[config.mk]
export PLATFORM = sky130hd
export DESIGN_NAME = bp_table_ctrl
export DESIGN_NICKNAME = d
export VERILOG_FILES = /design/src/rtl/bp_pkg.sv /design/src/rtl/bp_upd_fifo.sv /design/src/rtl/bp_table_ctrl.sv
export SDC_FILE = /design/constraint.sdc
export NUM_CORES = 1
export LEC_CHECK = 0
export ABC_AREA = 0
export CAP_MARGIN = 15
export CORE_ASPECT_RATIO = 0.7
export CORE_MARGIN = 1
export CORE_UTILIZATION = 50
export DETAILED_ROUTE_END_ITERATION = 10
export PLACE_DENSITY_LB_ADDON = 0.3
export SLEW_MARGIN = 5
export SYNTH_ARGS = -nofsm -noshare
export SYNTH_HDL_FRONTEND = slang
export SYNTH_SLANG_ARGS = --single-unit
[constraint.sdc]
create_clock -name clk -period 4.3 [get_ports clk]
set_input_delay 1.075 -clock clk [delete_from_list [all_inputs] [get_ports clk]]
set_output_delay 1.075 -clock clk [all_outputs]
set_load 0.005 [all_outputs]
[src/rtl/bp_pkg.sv]
// Shared constants, table entry layout and 2-bit counter helpers for the
// branch predictor table controller.
package bp_pkg;

  localparam int unsigned ENTRIES = 256;
  localparam int unsigned TAGW    = 22;
  localparam int unsigned IDXW    = 8;
  localparam int unsigned IDX_LSB = 2;
  localparam int unsigned IDX_MSB = 9;
  localparam int unsigned TAG_LSB = 10;
  localparam int unsigned TAG_MSB = 31;
  localparam int unsigned ENTRY_W = 1 + TAGW + 32 + 2;

  typedef struct packed {
    logic            valid;
    logic [TAGW-1:0] tag;
    logic [31:0]     target;
    logic [1:0]      ctr;
  } bp_entry_t;

  // Queued update: destination index plus the fully formed entry to write.
  typedef struct packed {
    logic [IDXW-1:0] idx;
    bp_entry_t       entry;
  } bp_upd_t;

  localparam int unsigned UPD_W = IDXW + ENTRY_W;

  typedef enum logic {
    ST_SWEEP = 1'b0,
    ST_RUN   = 1'b1
  } bp_state_t;

  function automatic logic [1:0] sat_inc(input logic [1:0] c);
    return (c == 2'b11) ? c : 2'(c + 2'b01);
  endfunction

  function automatic logic [1:0] sat_dec(input logic [1:0] c);
    return (c == 2'b00) ? c : 2'(c - 2'b01);
  endfunction

endpackage

[src/rtl/bp_upd_fifo.sv]
// Small synchronous FIFO with occupancy count, holding resolved branch
// updates until a free table cycle is available.
module bp_upd_fifo #(
  parameter int unsigned DEPTH = 4,
  parameter int unsigned W = 8,
  localparam int unsigned CW = $clog2(DEPTH + 1)
) (
  input  logic          clk,
  input  logic          rst,
  input  logic          clr,
  input  logic          push,
  input  logic [W-1:0]  din,
  input  logic          pop,
  output logic [W-1:0]  dout,
  output logic [CW-1:0] count
);

  localparam int unsigned PW = (DEPTH > 1) ? $clog2(DEPTH) : 1;

  logic [W-1:0]  mem [DEPTH];
  logic [PW-1:0] rd_ptr;
  logic [PW-1:0] wr_ptr;
  logic          do_push;
  logic          do_pop;

  assign do_push = push && (count < CW'(DEPTH));
  assign do_pop  = pop && (count != '0);
  assign dout    = mem[rd_ptr];

  function automatic logic [PW-1:0] ptr_inc(input logic [PW-1:0] p);
    return (p == PW'(DEPTH - 1)) ? '0 : PW'(p + 1'b1);
  endfunction

  always_ff @(posedge clk) begin
    if (do_push) mem[wr_ptr] <= din;
  end

  always_ff @(posedge clk) begin
    if (rst || clr) begin
      rd_ptr <= '0;
      wr_ptr <= '0;
      count  <= '0;
    end else begin
      if (do_push) wr_ptr <= ptr_inc(wr_ptr);
      if (do_pop)  rd_ptr <= ptr_inc(rd_ptr);
      count <= CW'(count + CW'(do_push) - CW'(do_pop));
    end
  end

endmodule

[src/rtl/bp_table_ctrl.sv]
// Arbitrates a single-port branch predictor table between fetch lookups and
// queued execute-stage updates, with a full-table invalidation sweep.
module bp_table_ctrl
  import bp_pkg::*;
#(
  parameter int unsigned ENTRIES = bp_pkg::ENTRIES,
  parameter int unsigned QDEPTH  = 4,
  parameter int unsigned TAGW    = bp_pkg::TAGW
) (
  input  logic               clk,
  input  logic               rst,
  input  logic               flush,
  input  logic               lkp_valid,
  input  logic [31:0]        lkp_pc,
  output logic               lkp_ready,
  input  logic               upd_valid,
  input  logic [31:0]        upd_pc,
  input  logic [31:0]        upd_target,
  input  logic               upd_taken,
  input  logic [1:0]         upd_ctr,
  output logic               upd_ready,
  output logic               tbl_en,
  output logic               tbl_we,
  output logic [IDXW-1:0]    tbl_idx,
  output logic [ENTRY_W-1:0] tbl_wdata,
  input  logic [ENTRY_W-1:0] tbl_rdata,
  output logic               pred_valid,
  output logic               pred_taken,
  output logic [31:0]        pred_target,
  output logic [1:0]         pred_ctr,
  output logic               busy
);

  localparam int unsigned CW = $clog2(QDEPTH + 1);
  localparam logic [IDXW-1:0] SWEEP_LAST = IDXW'(ENTRIES - 1);

  bp_state_t       state_q, state_d;
  logic [IDXW-1:0] cnt_q;
  logic            pred_vld_q;
  logic [31:0]     pc_q;

  logic [CW-1:0]    fifo_cnt;
  logic [UPD_W-1:0] head_raw;
  bp_upd_t          head;
  bp_upd_t          upd_din;
  logic             q_room;
  logic             lkp_acc;
  logic             push;
  logic             pop;
  bp_entry_t        rd;
  logic             hit;
  logic             unused_upd;

  assign unused_upd = ^upd_pc[1:0];
  assign q_room     = fifo_cnt < CW'(QDEPTH);
  assign head       = bp_upd_t'(head_raw);
  assign push       = upd_valid && upd_ready;

  assign upd_din = '{
    idx:   upd_pc[IDX_MSB:IDX_LSB],
    entry: '{valid:  1'b1,
             tag:    upd_pc[TAG_MSB:TAG_LSB],
             target: upd_target,
             ctr:    upd_taken ? sat_inc(upd_ctr) : sat_dec(upd_ctr)}
  };

  bp_upd_fifo #(.DEPTH(QDEPTH), .W(UPD_W)) u_fifo (
    .clk   (clk),
    .rst   (rst),
    .clr   (flush),
    .push  (push),
    .din   (upd_din),
    .pop   (pop),
    .dout  (head_raw),
    .count (fifo_cnt)
  );

  // State, sweep counter and registered lookup request.
  always_ff @(posedge clk) begin
    if (rst) begin
      state_q    <= ST_SWEEP;
      cnt_q      <= '0;
      pred_vld_q <= 1'b0;
      pc_q       <= '0;
    end else begin
      state_q    <= state_d;
      cnt_q      <= (flush || state_q != ST_SWEEP) ? '0 : IDXW'(cnt_q + 1'b1);
      pred_vld_q <= lkp_acc;
      if (lkp_acc) pc_q <= lkp_pc;
    end
  end

  always_comb begin
    state_d = state_q;
    case (state_q)
      ST_SWEEP: if (!flush && cnt_q == SWEEP_LAST) state_d = ST_RUN;
      ST_RUN:   if (flush) state_d = ST_SWEEP;
      default:  state_d = ST_SWEEP;
    endcase
  end

  // Table port arbitration: lookups win, queued updates fill idle cycles.
  always_comb begin
    busy      = 1'b1;
    lkp_ready = 1'b0;
    upd_ready = 1'b0;
    lkp_acc   = 1'b0;
    pop       = 1'b0;
    tbl_en    = 1'b0;
    tbl_we    = 1'b0;
    tbl_idx   = '0;
    tbl_wdata = '0;
    case (state_q)
      ST_SWEEP: begin
        tbl_en  = 1'b1;
        tbl_we  = 1'b1;
        tbl_idx = cnt_q;
      end
      ST_RUN: begin
        busy      = 1'b0;
        upd_ready = q_room;
        lkp_ready = q_room && !flush;
        lkp_acc   = lkp_valid && lkp_ready;
        if (lkp_acc) begin
          tbl_en  = 1'b1;
          tbl_idx = lkp_pc[IDX_MSB:IDX_LSB];
        end else if (fifo_cnt != '0 && !flush) begin
          tbl_en    = 1'b1;
          tbl_we    = 1'b1;
          tbl_idx   = head.idx;
          tbl_wdata = head.entry;
          pop       = 1'b1;
        end
      end
      default: ;
    endcase
  end

  // Prediction from the read data returned the cycle after acceptance.
  assign rd = bp_entry_t'(tbl_rdata);

  always_comb begin
    hit         = pred_vld_q && rd.valid && (rd.tag == pc_q[31:32-TAGW]);
    pred_valid  = pred_vld_q;
    pred_taken  = hit && rd.ctr[1];
    pred_target = '0;
    pred_ctr    = '0;
    if (pred_vld_q) begin
      pred_target = pred_taken ? rd.target : 32'(pc_q + 32'd4);
      pred_ctr    = hit ? rd.ctr : 2'b01;
    end
  end

endmodule

---- Word level (Yosys, flattened, before mapping) ----
Memories as Yosys holds them, arrays and structs flattened. A register that Yosys moved wholly into a read port is not among the register bits.
Index checks and enable logic that the tools add are counted.
cells by class
  multiplexer cells ....................... 32
  order comparisons ....................... 1
  multipliers ............................. 0
  add/subtract/negate cells ............... 8
  equal/unequal tests ..................... 5
  bitwise gates (word level) .............. 1
  shift-type cells ........................ 0
  reduce and logical (&&, ||, !) cells .... 16
  div/mod/pow operators ................... 0
operator list
  cell                                                count
  2-to-1 mux 57 bit                                   3
  2-to-1 mux 32 bit                                   2
  adder 32 x 3 -> 32 bit (second input constant)      1
  == test 22 bit                                      1
  2-to-1 mux 2 bit                                    9
  2-to-1 mux 8 bit                                    2
  case mux 8 bit (2 select lines)                     1
  2-to-1 mux 1 bit                                    12
  logical AND 1 bit                                   10
  adder 8 x 1 -> 8 bit (second input constant)        1
  == test 8 bit (second input constant)               1
  adder 2 x 1 -> 2 bit (second input constant)        3
  == test 2 bit (second input constant)               3
  case mux 1 bit (2 select lines)                     3
  adder 3 x 1 -> 3 bit                                1
  less-than comparator 3 bit (second input constant)  1
  nonzero test 3 bit                                  1
  subtractor 3 x 1 -> 3 bit                           1
  zero test 2 bit                                     1
  logical OR 1 bit                                    2
  OR reduction 2 bit                                  1
  subtractor 2 x 1 -> 2 bit (second input constant)   1
  zero test 1 bit                                     1
  NOT 1 bit                                           1
word-level totals
  memories kept ........................... 1
  bits in writable memories ............... 256
  memory bits (read-only) ................. 0
  latch bits .............................. 0
  register bits ........................... 49
  output and inout port bits .............. 106
  word-level logic and storage cells ...... 71
  bits of input ports ..................... 161
memories
  name        depth  bits a word  read ports  clocked after memory_dff  write ports  RTL line           source
  u_fifo.mem  4      64           1           1                         1            bp_upd_fifo.sv:20  logic [W-1:0] mem [DEPTH];

---- Depth between registers and ports, before layout ----
  depth after elaboration ................. 8
  gate-level depth with buffers ........... 12
  mapped depth without buffers ............ 12

---- By module ----
Synthesis repeated with hierarchy kept, for this count alone.
unflattened totals
  cell total of the unflattened synthesis .. 890
  area total of the unflattened synthesis .. 13371.6 µm²
by module, submodules not included
  module         times used  area an instance (µm²)  cells each
  bp_upd_fifo    1           9887.0                  389
  bp_table_ctrl  1           3484.6                  501

---- Worst setup path after synthesis ----
OpenSTA, ideal clock, no wires.
  path type ............................... input to output
  start ................................... input port tbl_rdata[51]
  end ..................................... output port pred_target[25]
  stages .................................. 7
  data arrival time ....................... 2847 ps
  slack ................................... 378 ps
  cell sequence ........................... nor2b_2 -> or4_4 -> or4_4 -> buf_6 -> buf_8 -> o41ai_2 -> a21oi_1
between the ends
  longest elaborated chain between the ends .. 5
RTL lines
  element             RTL line              source
  start: declaration  bp_table_ctrl.sv:26   input logic [ENTRY_W-1:0] tbl_rdata,
  == test 22 bit      bp_table_ctrl.sv:143  hit = pred_vld_q && rd.valid && (rd.tag == pc_q[31:32-TAGW]);
  logical AND 1 bit   bp_table_ctrl.sv:143
  logical AND 1 bit   bp_table_ctrl.sv:145  pred_taken = hit && rd.ctr[1];
  2-to-1 mux 32 bit   bp_table_ctrl.sv:149  pred_target = pred_taken ? rd.target : 32'(pc_q + 32'd4);
  2-to-1 mux 32 bit   bp_table_ctrl.sv:148  if (pred_vld_q) begin
  end: declaration    bp_table_ctrl.sv:29   output logic [31:0] pred_target,
No other way between the ends.

---- Worst setup path in the final report ----
  start ................................... input port tbl_rdata[51]
  end ..................................... output port pred_target[30]
Same word-level chain as after synthesis.

==> flow_metrics.env <==
export IMPL_core_um2=26100
export IMPL_drt_iter0_drc=632
export IMPL_crit_type="in -> out"
export IMPL_synth_area_um2=13400
export IMPL_setup_worst_path_start="tbl_rdata[51]"
export IMPL_vias_per_cell=5.62
export IMPL_cp_end_kind="primary output"
export IMPL_gp_congestion=0.914
export IMPL_slew_headroom_pct=49.7
export IMPL_post_route_period_util_pct=98.9
export IMPL_power_leakage_nw=6.06
export IMPL_synth_edff_count=256
export IMPL_clkSlewWorstSetupHoldPaths_ns=0.06
export IMPL_ys_types=52
export IMPL_ff2ff_setup_slack_ns=1.76
export IMPL_cts_buffers_inserted=29
export IMPL_io_pins=267
export IMPL_grt_pass1_wl_um=50900
export IMPL_die_area_um2=27500
export IMPL_syn_num_nets=1111
export IMPL_min_delay_start="cnt_q[0]"
export IMPL_hp_class="reg -> reg"
export IMPL_critPathRequiredTime_ns=3.22
export IMPL_via_count=9026
export IMPL_ir_drop_mv=0.454
export IMPL_hpwl_um=21500
export IMPL_wirelength_um=33300
export IMPL_first_pass_iters=5
export IMPL_ys_seq_area_share_pct=64.8
export IMPL_worst_pin_slew_ns=0.753
export IMPL_crit_reg2reg_launch="state_q"
export IMPL_numPortBuffers=264
export IMPL_hold_buffers=0
export IMPL_htree_levels=1
export IMPL_antenna_found_initial=1
export IMPL_clock_skew_ns=0.0107
export IMPL_drv_slew=0
export IMPL_hold_violations=0
export IMPL_clk_latency_ns=0.53
export IMPL_crit_fanout=6
export IMPL_antennaDiodeCount=0
export IMPL_row_count=49
export IMPL_crit_arrival_ns=3.18
export IMPL_clock_sinks=307
export IMPL_cts_buffer_depth=3
export IMPL_post_route_util_pct=68.5
export IMPL_cts_tree="built"
export IMPL_wl_per_cell_um=20.7
export IMPL_setup_tns_ns=0
export IMPL_synthArstFlopShare_pct=0
export IMPL_grt_pass1_vias=8858
export IMPL_status="finished clean"
export IMPL_drive_above_1_share_pct=18.8
export IMPL_clock_fmax_ghz=0.235
export IMPL_powerDensity_nw_per_um2=326
export IMPL_grt_max_degree=65
export IMPL_synth_cells=940
export IMPL_fill_cells=1794
export IMPL_die_w_um=198
export IMPL_grtUsageTotal_pct=24.2
export IMPL_start_util_pct=51.6
export IMPL_synthFlopType="edfxtp_1"
export IMPL_nets=1399
export IMPL_yosysWarnings=0
export IMPL_cts_root_buf="clkbuf_16"
export IMPL_ys_seq_elements=307
export IMPL_drc=0
export IMPL_startpoint_type="input pin"
export IMPL_area_delta_synth_final_pct=32.9
export IMPL_maxCapViolCount=0
export IMPL_finalSetupViolations=0
export IMPL_dieHeight_um=139
export IMPL_ant_nets=0
export IMPL_period_needed_ns=4.25
export IMPL_avgSynthCellArea_um2=14.3
export IMPL_grt_ovfl_total=0
-- synth_stat cells, drive strengths merged (2+ instances only) --
| cell | number | share of area [%] |
|---|---|---|
| nor2b | 12 | 0.58 |
| xnor2 | 13 | 0.85 |
| o31a | 2 | 0.13 |
| nand2 | 128 | 3.6 |
| a21oi | 56 | 2.1 |
| and4 | 2 | 0.13 |
| inv | 17 | 0.47 |
| nand3 | 26 | 0.97 |
| clkbuf | 50 | 1.4 |
| o21ai | 4 | 0.15 |
| maj3 | 2 | 0.15 |
| a21boi | 3 | 0.17 |
| nor4b | 2 | 0.13 |
| mux2i | 17 | 1.3 |
| and3 | 64 | 3.0 |
| ha | 9 | 0.84 |
| o41ai | 8 | 0.86 |
| buf | 14 | 0.65 |
| or2 | 2 | 0.093 |
| or3 | 4 | 0.19 |
| xor2 | 29 | 1.9 |
| nor3 | 12 | 0.45 |
| mux4 | 64 | 11 |
| nand2b | 10 | 0.47 |
| nand4 | 23 | 1.1 |
| o31ai | 2 | 0.11 |
| or4 | 2 | 0.17 |
| o32ai | 5 | 0.33 |
| nor2 | 19 | 0.53 |
| edfxtp | 256 | 57 |
| nor4 | 17 | 0.84 |
| dfxtp | 51 | 7.6 |
| and2 | 5 | 0.23 |
-- logic make-up after synthesis --
| family | share of synthesized area (%) |
|---|---|
| AOI/OAI and AO/OA | 4.07 |
| xor gates and xnor gates | 2.74 |
| adders and majority gates | 1.14 |
| buffers and inverters | 2.55 |
| DFF | 64.8 |
| muxes | 12.0 |
| and+or+nand+nor | 12.7 |
-- worst max-delay path, cell delays in order --
cell	delay (ns)
dlygate4sd2_1	0.23
nor2b_4	0.12
or4_4	0.49
or4_4	0.53
buf_6	0.16
buf_4	0.13
o41ai_4	0.23
a21oi_1	0.06
buf_2	0.14
-- final timing paths --
check | cells past startpoint | endpoint
worst max-delay path | 9 | pred_target[30]
worst min-delay path | 1 | cnt_q[0]
worst max register to register | 11 | u_fifo.count[2]
worst min register to register | 1 | cnt_q[0]
-- sequential cells by signal, summed over array words and instances (netlist names), named ones only --
signal / cells
u_fifo.mem: 256
pc_q: 32
u_fifo.count: 3
u_fifo.rd_ptr: 2
state_q: 1
cnt_q: 8
u_fifo.wr_ptr: 2
pred_valid: 1
-- power by group --
part	total, mW	switching, mW	internal [mW]
Clock	2.37	1.06	1.31
Combinational	0.227	0.0806	0.146
Sequential	3.22	0.000828	3.22
-- per-stage QoR --
step	worst slack (ns)	total power [mW]	cells	hold slack, ns	cell area (um2)
floorplan	0.378	3.31	940	0.430	13400
global placement	-0.534	3.50	1543	0.446	16800
detailed placement	-0.609	3.50	1543	0.449	16800
CTS	0.000796	5.86	1607	0.463	17800
global route	-0.00319	5.99	1607	0.477	17900
finish	0.0478	5.81	1607	0.458	17900
-- cells in the final DEF, fill, tap and decap left out, drive strengths merged, types with 5 or more instances in the layout --
cell type / count
edfxtp: 256
clkdlybuf4s50: 218
nand2: 128
buf: 84
mux4: 64
and3: 64
a21oi: 56
dfxtp: 51
clkbuf: 39
xor2: 29
nand3: 26
nand4: 23
inv: 20
nor2: 19
mux2i: 17
nor4: 17
xnor2: 13
nor3: 12
nor2b: 12
clkinv: 11
dlygate4sd2: 10
nand2b: 10
ha: 9
o41ai: 8
dlymetal6s2s: 5
and2: 5
o32ai: 5
-- final cells by class --
| cell class | instances | area [um2] | share of cell area, % |
|---|---|---|---|
| clock buffer | 36 | 752 | 4.21 |
| clock inverter | 17 | 123 | 0.687 |
| inverter | 18 | 67.6 | 0.378 |
| multi-input combinational | 551 | 4630 | 25.9 |
| sequential | 307 | 8710 | 48.8 |
| tap | 357 | 447 | 2.50 |
| timing repair buffer | 321 | 3120 | 17.5 |
-- timing repair --
action                                  in CTS  in global routing
endpoints found under the setup margin      35                 30
resized for setup                          148                 22
pin swaps                                   23                  6
setup buffers                                9                  1
gates cloned                                 2                  0
-- per-layer routing --
| layer | wire length (um) | track usage [%] |
|---|---|---|
| met5 | 0 | 0 |
| met4 | 545 | 5.14 |
| met3 | 1970 | 4.06 |
| met2 | 15500 | 36.1 |
| met1 | 15300 | 37.2 |
(Power assumes the default switching activity.)
